===== config.mk =====
export PLATFORM = sky130hd
export DESIGN_NAME = axi4_lite_slave
export DESIGN_NICKNAME = d
export VERILOG_FILES = /design/src/rtl/axi4_lite_pkg.sv /design/src/rtl/axi4_lite_regfile.sv /design/src/rtl/axi4_lite_slave.sv
export SDC_FILE = /design/constraint.sdc
export NUM_CORES = 1
export LEC_CHECK = 0
export CAP_MARGIN = 20
export CORE_UTILIZATION = 27
export CTS_CLUSTER_SIZE = 20
export DETAILED_ROUTE_END_ITERATION = 12
export SLEW_MARGIN = 20
export SYNTH_ARGS = -nofsm -noshare
export SYNTH_HDL_FRONTEND = slang
export SYNTH_SLANG_ARGS = --single-unit

===== constraint.sdc =====
create_clock -name ACLK -period 6.05 [get_ports ACLK]
set_input_delay 0.605 -clock ACLK [delete_from_list [all_inputs] [get_ports ACLK]]
set_output_delay 0.605 -clock ACLK [all_outputs]
set_load 0.05 [all_outputs]

===== src/rtl/axi4_lite_pkg.sv =====
// axi4_lite_pkg
// Shared AXI4-Lite definitions: response codes and the 1-bit state encodings
// of the subordinate's write and read FSMs. Also used by the master side to
// decode BRESP/RRESP.
package axi4_lite_pkg;

    localparam logic [1:0] RESP_OKAY   = 2'b00;
    localparam logic [1:0] RESP_SLVERR = 2'b10;

    typedef enum logic {
        WR_IDLE = 1'b0,
        WR_RESP = 1'b1
    } wr_state_e;

    typedef enum logic {
        RD_IDLE = 1'b0,
        RD_DATA = 1'b1
    } rd_state_e;

endpackage


===== src/rtl/axi4_lite_regfile.sv =====
// axi4_lite_regfile
// NUM_REGS x DATA_WIDTH register bank with one byte-strobed write port and
// one combinational read port.
// Ports:
//   ACLK, ARESETN        clock, async active-low reset (clears all registers)
//   wr_en/wr_idx         write enable and word index (index must be in range)
//   wr_data/wr_strb      write data and per-byte enables
//   rd_idx/rd_data       combinational read port
//   reg_out              flat register contents, reg i at [32i+31:32i]
//   reg_wr               one-cycle pulse the cycle after reg i is written
module axi4_lite_regfile #(
    parameter int unsigned DATA_WIDTH = 32,
    parameter int unsigned NUM_REGS   = 8,
    parameter int unsigned IDX_W      = 3
) (
    input  logic                           ACLK,
    input  logic                           ARESETN,
    input  logic                           wr_en,
    input  logic [IDX_W-1:0]               wr_idx,
    input  logic [DATA_WIDTH-1:0]          wr_data,
    input  logic [DATA_WIDTH/8-1:0]        wr_strb,
    input  logic [IDX_W-1:0]               rd_idx,
    output logic [DATA_WIDTH-1:0]          rd_data,
    output logic [NUM_REGS*DATA_WIDTH-1:0] reg_out,
    output logic [NUM_REGS-1:0]            reg_wr
);

    logic [NUM_REGS-1:0][DATA_WIDTH-1:0] regs_q;
    logic [NUM_REGS-1:0]                 reg_wr_q;

    always_ff @(posedge ACLK or negedge ARESETN) begin
        if (!ARESETN) begin
            regs_q   <= '0;
            reg_wr_q <= '0;
        end else begin
            for (int i = 0; i < int'(NUM_REGS); i++) begin
                reg_wr_q[i] <= wr_en && (wr_idx == IDX_W'(i));
                if (wr_en && (wr_idx == IDX_W'(i))) begin
                    for (int b = 0; b < int'(DATA_WIDTH / 8); b++) begin
                        if (wr_strb[b]) begin
                            regs_q[i][8*b +: 8] <= wr_data[8*b +: 8];
                        end
                    end
                end
            end
        end
    end

    assign rd_data = regs_q[rd_idx];
    assign reg_out = regs_q;
    assign reg_wr  = reg_wr_q;

endmodule


===== src/rtl/axi4_lite_slave.sv =====
// axi4_lite_slave
// AXI4-Lite subordinate terminating AW/W/B and AR/R into a register bank.
// Independent write and read FSMs allow one write and one read in flight.
// Ports:
//   ACLK, ARESETN        clock, async active-low reset
//   S_AW*/S_W*/S_B*      write address, write data, write response channels
//   S_AR*/S_R*           read address and read data channels
//   reg_out              flat register contents, reg i at [32i+31:32i]
//   reg_wr               per-register write pulse, cycle after the write
module axi4_lite_slave
    import axi4_lite_pkg::*;
#(
    parameter int unsigned ADDRESS    = 32,
    parameter int unsigned DATA_WIDTH = 32,
    parameter int unsigned NUM_REGS   = 8
) (
    input  logic                           ACLK,
    input  logic                           ARESETN,
    input  logic [ADDRESS-1:0]             S_AWADDR,
    input  logic                           S_AWVALID,
    output logic                           S_AWREADY,
    input  logic [DATA_WIDTH-1:0]          S_WDATA,
    input  logic [DATA_WIDTH/8-1:0]        S_WSTRB,
    input  logic                           S_WVALID,
    output logic                           S_WREADY,
    output logic [1:0]                     S_BRESP,
    output logic                           S_BVALID,
    input  logic                           S_BREADY,
    input  logic [ADDRESS-1:0]             S_ARADDR,
    input  logic                           S_ARVALID,
    output logic                           S_ARREADY,
    output logic [DATA_WIDTH-1:0]          S_RDATA,
    output logic [1:0]                     S_RRESP,
    output logic                           S_RVALID,
    input  logic                           S_RREADY,
    output logic [NUM_REGS*DATA_WIDTH-1:0] reg_out,
    output logic [NUM_REGS-1:0]            reg_wr
);

    localparam int unsigned IDX_W    = ADDRESS - 2;
    localparam int unsigned REG_IDX_W = (NUM_REGS > 1) ? $clog2(NUM_REGS) : 1;
    localparam int unsigned STRB_W   = DATA_WIDTH / 8;

    // Write path state
    wr_state_e             wr_state_q;
    logic                  aw_ready_q, w_ready_q, b_valid_q;
    logic [1:0]            b_resp_q;
    logic                  aw_done_q, w_done_q;
    logic [IDX_W-1:0]      aw_idx_q;
    logic [DATA_WIDTH-1:0] w_data_q;
    logic [STRB_W-1:0]     w_strb_q;

    // Read path state
    rd_state_e             rd_state_q;
    logic                  ar_ready_q, r_valid_q;
    logic [1:0]            r_resp_q;
    logic [DATA_WIDTH-1:0] r_data_q;

    logic                  aw_hs, w_hs, ar_hs;
    logic                  have_aw, have_w, wr_commit;
    logic [IDX_W-1:0]      wr_idx, rd_idx;
    logic                  wr_in_range, rd_in_range;
    logic [DATA_WIDTH-1:0] wr_data, rf_rd_data;
    logic [STRB_W-1:0]     wr_strb;

    // Byte-offset bits of both addresses do not take part in decode.
    logic unused_addr_lsb;
    assign unused_addr_lsb = ^{S_AWADDR[1:0], S_ARADDR[1:0]};

    assign aw_hs   = S_AWVALID & aw_ready_q;
    assign w_hs    = S_WVALID & w_ready_q;
    assign ar_hs   = S_ARVALID & ar_ready_q;
    assign have_aw = aw_hs | aw_done_q;
    assign have_w  = w_hs | w_done_q;

    // Commit on the edge that captures the later of AW/W, using the live
    // channel values when that channel is handshaking this cycle.
    assign wr_commit   = (wr_state_q == WR_IDLE) & have_aw & have_w;
    assign wr_idx      = aw_hs ? S_AWADDR[ADDRESS-1:2] : aw_idx_q;
    assign wr_data     = w_hs ? S_WDATA : w_data_q;
    assign wr_strb     = w_hs ? S_WSTRB : w_strb_q;
    assign wr_in_range = wr_idx < IDX_W'(NUM_REGS);

    assign rd_idx      = S_ARADDR[ADDRESS-1:2];
    assign rd_in_range = rd_idx < IDX_W'(NUM_REGS);

    axi4_lite_regfile #(
        .DATA_WIDTH (DATA_WIDTH),
        .NUM_REGS   (NUM_REGS),
        .IDX_W      (REG_IDX_W)
    ) u_regfile (
        .ACLK    (ACLK),
        .ARESETN (ARESETN),
        .wr_en   (wr_commit & wr_in_range),
        .wr_idx  (wr_idx[REG_IDX_W-1:0]),
        .wr_data (wr_data),
        .wr_strb (wr_strb),
        .rd_idx  (rd_idx[REG_IDX_W-1:0]),
        .rd_data (rf_rd_data),
        .reg_out (reg_out),
        .reg_wr  (reg_wr)
    );

    // Write FSM
    always_ff @(posedge ACLK or negedge ARESETN) begin
        if (!ARESETN) begin
            wr_state_q <= WR_IDLE;
            aw_ready_q <= 1'b0;
            w_ready_q  <= 1'b0;
            b_valid_q  <= 1'b0;
            b_resp_q   <= RESP_OKAY;
            aw_done_q  <= 1'b0;
            w_done_q   <= 1'b0;
            aw_idx_q   <= '0;
            w_data_q   <= '0;
            w_strb_q   <= '0;
        end else begin
            case (wr_state_q)
                WR_IDLE: begin
                    if (aw_hs) begin
                        aw_idx_q <= S_AWADDR[ADDRESS-1:2];
                    end
                    if (w_hs) begin
                        w_data_q <= S_WDATA;
                        w_strb_q <= S_WSTRB;
                    end
                    if (wr_commit) begin
                        wr_state_q <= WR_RESP;
                        aw_done_q  <= 1'b0;
                        w_done_q   <= 1'b0;
                        aw_ready_q <= 1'b0;
                        w_ready_q  <= 1'b0;
                        b_valid_q  <= 1'b1;
                        b_resp_q   <= wr_in_range ? RESP_OKAY : RESP_SLVERR;
                    end else begin
                        // Also raises both readies the first cycle after reset.
                        aw_done_q  <= have_aw;
                        w_done_q   <= have_w;
                        aw_ready_q <= ~have_aw;
                        w_ready_q  <= ~have_w;
                    end
                end
                WR_RESP: begin
                    if (S_BREADY) begin
                        wr_state_q <= WR_IDLE;
                        b_valid_q  <= 1'b0;
                        b_resp_q   <= RESP_OKAY;
                        aw_ready_q <= 1'b1;
                        w_ready_q  <= 1'b1;
                    end
                end
            endcase
        end
    end

    // Read FSM; the bank is sampled before any same-edge write lands.
    always_ff @(posedge ACLK or negedge ARESETN) begin
        if (!ARESETN) begin
            rd_state_q <= RD_IDLE;
            ar_ready_q <= 1'b0;
            r_valid_q  <= 1'b0;
            r_resp_q   <= RESP_OKAY;
            r_data_q   <= '0;
        end else begin
            case (rd_state_q)
                RD_IDLE: begin
                    if (ar_hs) begin
                        rd_state_q <= RD_DATA;
                        ar_ready_q <= 1'b0;
                        r_valid_q  <= 1'b1;
                        r_resp_q   <= rd_in_range ? RESP_OKAY : RESP_SLVERR;
                        r_data_q   <= rd_in_range ? rf_rd_data : '0;
                    end else begin
                        ar_ready_q <= 1'b1;
                    end
                end
                RD_DATA: begin
                    if (S_RREADY) begin
                        rd_state_q <= RD_IDLE;
                        ar_ready_q <= 1'b1;
                        r_valid_q  <= 1'b0;
                    end
                end
            endcase
        end
    end

    assign S_AWREADY = aw_ready_q;
    assign S_WREADY  = w_ready_q;
    assign S_BVALID  = b_valid_q;
    assign S_BRESP   = b_resp_q;
    assign S_ARREADY = ar_ready_q;
    assign S_RVALID  = r_valid_q;
    assign S_RRESP   = r_resp_q;
    assign S_RDATA   = r_data_q;

endmodule


==> results of run 1 <==
layout by cell type, fill, tap and decap left out, types with 3 or more instances in the layout:
master / count
o21ai_0: 33
nor3_4: 28
nor3_2: 4
mux2_2: 359
bufinv_16: 7
nor4_1: 17
mux4_2: 64
dfrtp_1: 373
clkbuf_16: 46
clkdlybuf4s50_1: 401
nor2_1: 8
nand3_1: 3
nor2b_1: 8
clkbuf_8: 8
clkinv_2: 3
buf_4: 15
clkinvlp_4: 4
nand2_1: 55
mux2i_1: 33
o21ai_1: 3
and3_1: 3
nand2b_1: 5
clkbuf_1: 10
a21oi_1: 4
registers in the layout, indices dropped and copies added (netlist names):
signal	count
u_regfile.reg_out	256
S_RDATA	32
w_data_q	32
aw_idx_q	30
u_regfile.reg_wr	8
w_strb_q	4
S_ARREADY	1
S_AWREADY	1
S_BRESP	1
S_BVALID	1
S_RRESP	1
S_RVALID	1
S_WREADY	1
aw_done_q	1
rd_state_q	1
w_done_q	1
wr_state_q	1
area by class of cell:
class,instances,area (µm²),area share
clock inverter,15,271.5,0.01164
sequential,373,9334,0.4001
multi-input combinational,655,7252,0.3108
antenna,1,2.502,0.0001073
clock buffer,64,1299,0.05567
inverter,2,7.507,0.0003218
timing repair buffer,420,4187,0.1794
tap,782,978.4,0.04194
routing by layer:
metal  track usage  up-vias
met5             0        -
met3       0.04804       87
li1              -     4870
met4       0.05662        6
met2        0.2864      352
met1        0.2207     5822
worst paths after layout:
check | start | endpoint | cells past startpoint
hold / removal | ARESETN | S_RRESP[1] | 1
min in group ACLK | S_RDATA[7] | S_RDATA[7] | 2
hold reg to reg | S_RDATA[7] | S_RDATA[7] | 2
setup reg to reg | S_AWREADY | u_regfile.reg_out[64] | 6
setup / recovery | S_AWVALID | u_regfile.reg_out[64] | 7
max in group asynchronous | ARESETN | u_regfile.reg_out[208] | 2
kinds of logic after synthesis:
family                 count (synthesis)  share of synthesized area
AO/OA/AOI/OAI                         52                    0.01933
buffers and inverters                 48                    0.01470
flip-flops                           373                     0.5568
multiplexers                         456                     0.3468
other                                  1                  0.0002237
AND/OR/NAND/NOR                      145                    0.06217
report_power, final:
part           internal, mW  switching, mW  total [mW]
sequential             2.76          0.149        2.90
clock                  1.79           1.08        2.87
combinational         0.554          0.818        1.37
total                  5.10           2.05        7.14
worst max-delay path, delay by kind of cell:
family                 cells  cell delay [ns]
AOI/OAI and AO/OA          2             0.91
and+or+nand+nor            2             1.04
buffers and inverters      2             1.01
muxes                      1             0.42
==> results.yml, run 1 <==
placed_design:
  dp_hpwl_mm: 37.62
  place_inst: 2232
  placed_cell_area_mm2: 0.02176
  place_ws_ns: 1.842
  numPortBuffers: 405
  gp_congestion: 0.7745
detailed_routing:
  vias: 11137
  firstDrtPassIters: 6
  drc: 0
  wl_met1_mm: 23.43
  drt_iter0_drc: 437
  met3_length_mm: 3.743
  final_antenna_net_count: 0
  wire_per_inst_um: 23.89
  viasPerCell: 4.817
  highest_layer: "met5"
  wirelength_mm: 55.24
  route.met2.wl_mm: 26.52
timing:
  worst_slack_ns: 2.490
  finalSetupViolCount: 0
  whs_ns: 0.1106
  fin_crit_sh: 0.5884
  worst_pin_slew_ns: 1.078
  fin_crit_ns: 3.560
  tns_ns: 0
  fin_skew_ns: 0.01975
  slew_headroom: 0.2775
  drv_slew: 0
  fmax_ghz: 0.2809
  finalHoldViolCount: 0
  rsz0062_at_grt: "no"
clock_tree:
  clock_latency_ns: 0.57
  post_cts_buffers: 0
  cts_tree: "yes"
  ctsHoldBuffers: 0
  cts_htree_levels: 2
  clkSinkCount: 373
  cts.repair.resized: 0
  clockRootBuffer: "clkbuf_16"
  cts_buffers: 44
  clkSlewWorstSetupHoldPaths_ns: 0.06
  clk_path_buf_depth: 3
setup_path:
  critPathLaunchType: "input port"
  crit_chain: "clkdlybuf4s50_1, nand2_1, o41ai_4, o2111ai_4, buf_4, nor3_2, mux2_2"
  required_ns: 6.49
  cp-end-kind: "register"
  cp.arrival_ns: 4.00
  critPathKind: "in2reg"
  critPathMaxFanout: 9
  critPathMaxStageDelay_ns: 0.75
  reg2reg_slack_ns: 2.57
  cp_slowest_cell: "nor3_2"
finish:
  syn2layout_area_growth_pct: 39.17
  fill_cells: 5715
  stdcell_area_mm2: 0.02333
  drive_gt1_frac: 0.3630
  fin_nets: 1603
  post-route-util: 0.3837
  instances_no_fill: 2312
pwr:
  leakagePower_nw: 10.35
  total_power_mw: 7.145
  power.density_mw_per_mm2: 306.2
  ir_drop_mv: 0.2250
run:
  max_cap_violations: 0
floorplanning:
  row_count: 90
  top_level_ports: 412
  coreArea_mm2: 0.06081
  die_w_um: 251.2
  dieArea_mm2: 0.06309
  fp.dieH_um: 251.2
  start_util: 0.2757
synth:
  synth_flop_cell: "dfrtp_1"
  synth.distinct_cells: 41
  avgSynthCellArea_um2: 15.60
  synthTopCellsByCount: "dfrtp_1 (373), mux2_2 (359), mux4_2 (64), nand2_1 (56), o21ai_0 (36)"
  synthMostInstantiatedCell: "dfrtp_1"
  yosysTopAreaCellShare: 0.5568
  yosysSeqAreaShare: 0.5568
  synth_area_leaders: "dfrtp_1 (56%), mux2_2 (24%), mux4_2 (8.6%), nor3_4 (2.7%), mux2i_1 (2.0%)"
  synth_async_sr_flop_share: 1.000
  synth_area_leader_cell: "dfrtp_1"
  synth_area_mm2: 0.01676
  syn_inst: 1075
  synth_edf_count: 0
  yosys_warnings: 0
  ys_seq_elements: 373
global_routing:
  grt_pass1_vias: 12069
  grtUsageTotal: 0.1741
  grt_max_degree: 142
  grt_overflow_total: 0
  grt_pass1_wl_mm: 81.65
  antenna_found_initial: 4
hold_path:
  hp-class: "in2async"
status:
  status: "completed"
No activity file was read; power rests on OpenSTA's default activity.
==> run 2, diff against run 1 <==
==> constraint.sdc (replaced) <==
create_clock -name ACLK -period 3.7 [get_ports ACLK]
set_input_delay 0.37 -clock ACLK [delete_from_list [all_inputs] [get_ports ACLK]]
set_output_delay 0.37 -clock ACLK [all_outputs]
set_load 0.05 [all_outputs]
==> run 2 against run 1 <==
Effect of this change: design area is 0.90% higher; critical path depth is 1 lower; power is 61% higher; global-route usage is 0.053 points higher; cell count is 1.6% higher; wire length is 0.40% lower; via count is 1.6% higher; core utilization is 0.35 points higher.
==> results.yml, run 2 (same netlist as run 1, synthesis figures left out) <==
clock_tree:
  clk_path_buf_depth: 3
  cts_htree_levels: 2
  clock_latency_ns: 0.57
  post_cts_buffers: 0
  clkSinkCount: 373
  clkSlewWorstSetupHoldPaths_ns: 0.07
  clockRootBuffer: "clkbuf_16"
  cts_buffers: 44
  cts_tree: "yes"
  cts.repair.resized: 0
hold_path:
  hold-path-cell-count: 2
  hold_path_startpoint: "S_WDATA[16]"
  hp-class: "in2reg"
  hold_end: "w_data_q[16]"
finish:
  drive_gt1_frac: 0.3787
  num_antenna_cells: 0
  syn2layout_area_growth_pct: 40.42
  ff_latch_area_mm2: 0.009334
  largest_reg_flops: 256
  layout.cells.most_common: "clkdlybuf4s50_1"
  multi_input_area_mm2: 0.007252
  stdcell_area_mm2: 0.02354
  fin_nets: 1641
  fill_cells: 5771
  final_cell_mix: "clkdlybuf4s50_1 (401), dfrtp_1 (373), mux2_2 (359)"
  post-route-util: 0.3871
detailed_routing:
  drt_iter0_drc: 461
  wire_per_inst_um: 23.43
  drc: 0
  wirelength_mm: 55.02
  vias: 11315
  viasPerCell: 4.819
  firstDrtPassIters: 4
  final_antenna_net_count: 0
run:
  max_cap_violations: 0
floorplanning:
  dieArea_mm2: 0.06309
  coreArea_mm2: 0.06081
  start_util: 0.2757
  row_count: 90
  die_w_um: 251.2
  top_level_ports: 412
  fp.dieH_um: 251.2
timing:
  fin_crit_ns: 2.847
  fin_skew_ns: 0.01971
  fmax_ghz: 0.3513
  finalHoldViolCount: 0
  finalSetupViolCount: 0
  rsz0062_at_grt: "no"
  tns_ns: 0
  drv_slew: 0
  worst_pin_slew_ns: 1.010
  slew_headroom: 0.3270
  fin_crit_sh: 0.7694
  whs_ns: 0.4416
pwr:
  clkPwrFrac: 0.386
  swShare: 0.2921
  power.density_mw_per_mm2: 487.5
  leakagePower_nw: 10.53
  p_int_mw: 8.124
  power_frac_comb: 0.200
  power.switching_mw: 3.352
  seq_power_share: 0.414
  ir_drop_mv: 0.2989
setup_path:
  reg2reg_slack_ns: 0.85
  critPathMaxFanout: 12
  cp.arrival_ns: 3.30
  worstSetupStartpoint: "S_AWREADY"
  cp-end-kind: "register"
  reg2regPathDepth: 6
  critPathKind: "reg2reg"
  critPathLaunchType: "register"
  r2r_end: "u_regfile.reg_out[228]"
  required_ns: 4.15
  timing.rr.start: "S_AWREADY"
placed_design:
  numPortBuffers: 405
  gp_congestion: 0.7655
  placed_cell_area_mm2: 0.02207
  dp_hpwl_mm: 38.74
global_routing:
  grt_max_degree: 98
  grtUsageTotal: 0.1747
  antenna_found_initial: 6
  grt_overflow_total: 0
  grt_pass1_wl_mm: 81.88
  grt_pass1_vias: 12315
status:
  status: "completed"
run 2: changes by cell type in the layout (fill, tap and decap cells not counted), moves of 2 or more:
cell,previous run,this run
clkbuf_8,8,4
buf_12,2,5
inv_6,0,2
clkinvlp_4,4,2
buf_4,15,49
clkbuf_1,10,8
bufinv_16,7,5
clkinv_2,3,11
run 2: timing repair:
item / CTS / global route
setup endpoints to repair: 0 / 0
hold buffers: 1 / 0
hold endpoints to repair: 89 / 0
run 2: layout make-up:
class,instances,area share
sequential,373,0.3965
multi-input combinational,655,0.3081
timing repair buffer,458,0.1917
clock buffer,57,0.05145
tap,782,0.04156
clock inverter,21,0.01047
inverter,2,0.0003189
run 2: per-layer routing:
| layer | global-route usage | share of wire | vias up |
|---|---|---|---|
| li1 | - | - | 4934 |
| met1 | 0.2194 | 0.42 | 5940 |
| met2 | 0.2933 | 0.49 | 348 |
| met3 | 0.04918 | 0.066 | 83 |
| met4 | 0.04739 | 0.023 | 10 |
| met5 | 0 | 0.0013 | - |
run 2: worst max-delay path by stage:
stage,to,depth (start not counted),slack (ns)
floorplan,u_regfile.reg_out[16],8,1.09
global placement,u_regfile.reg_out[159],6,0.47
detailed placement,u_regfile.reg_out[228],7,0.37
CTS,u_regfile.reg_out[228],6,0.81
global route,u_regfile.reg_out[228],6,0.70
finish,u_regfile.reg_out[228],6,0.85
run 2: through the flow:
step	total power, mW	setup WS (ns)	instances
after floorplan	6.192	1.088	1076
after global placement	7.065	0.4729	2269
after detailed placement	7.151	0.3713	2269
after global routing	12.03	0.7033	2348
after CTS	11.66	0.8097	2348
final	11.48	0.8533	2348
run 2: worst max-delay path, cell delays in order (launching register included):
cell	delay, ns
dfrtp_1	0.53
nand2_1	0.17
o41ai_4	0.42
o2111ai_4	0.33
buf_4	0.35
nor3_4	0.51
mux2_2	0.40
run 2: power groups by stage:
stage / sequential (mW) / clock, mW / combinational, mW
floorplan: 4.84 / 0 / 1.35
global placement: 4.79 / 0 / 2.28
detailed placement: 4.82 / 0 / 2.33
CTS: 4.75 / 4.57 / 2.34
global route: 4.80 / 4.74 / 2.49
finish: 4.75 / 4.43 / 2.29
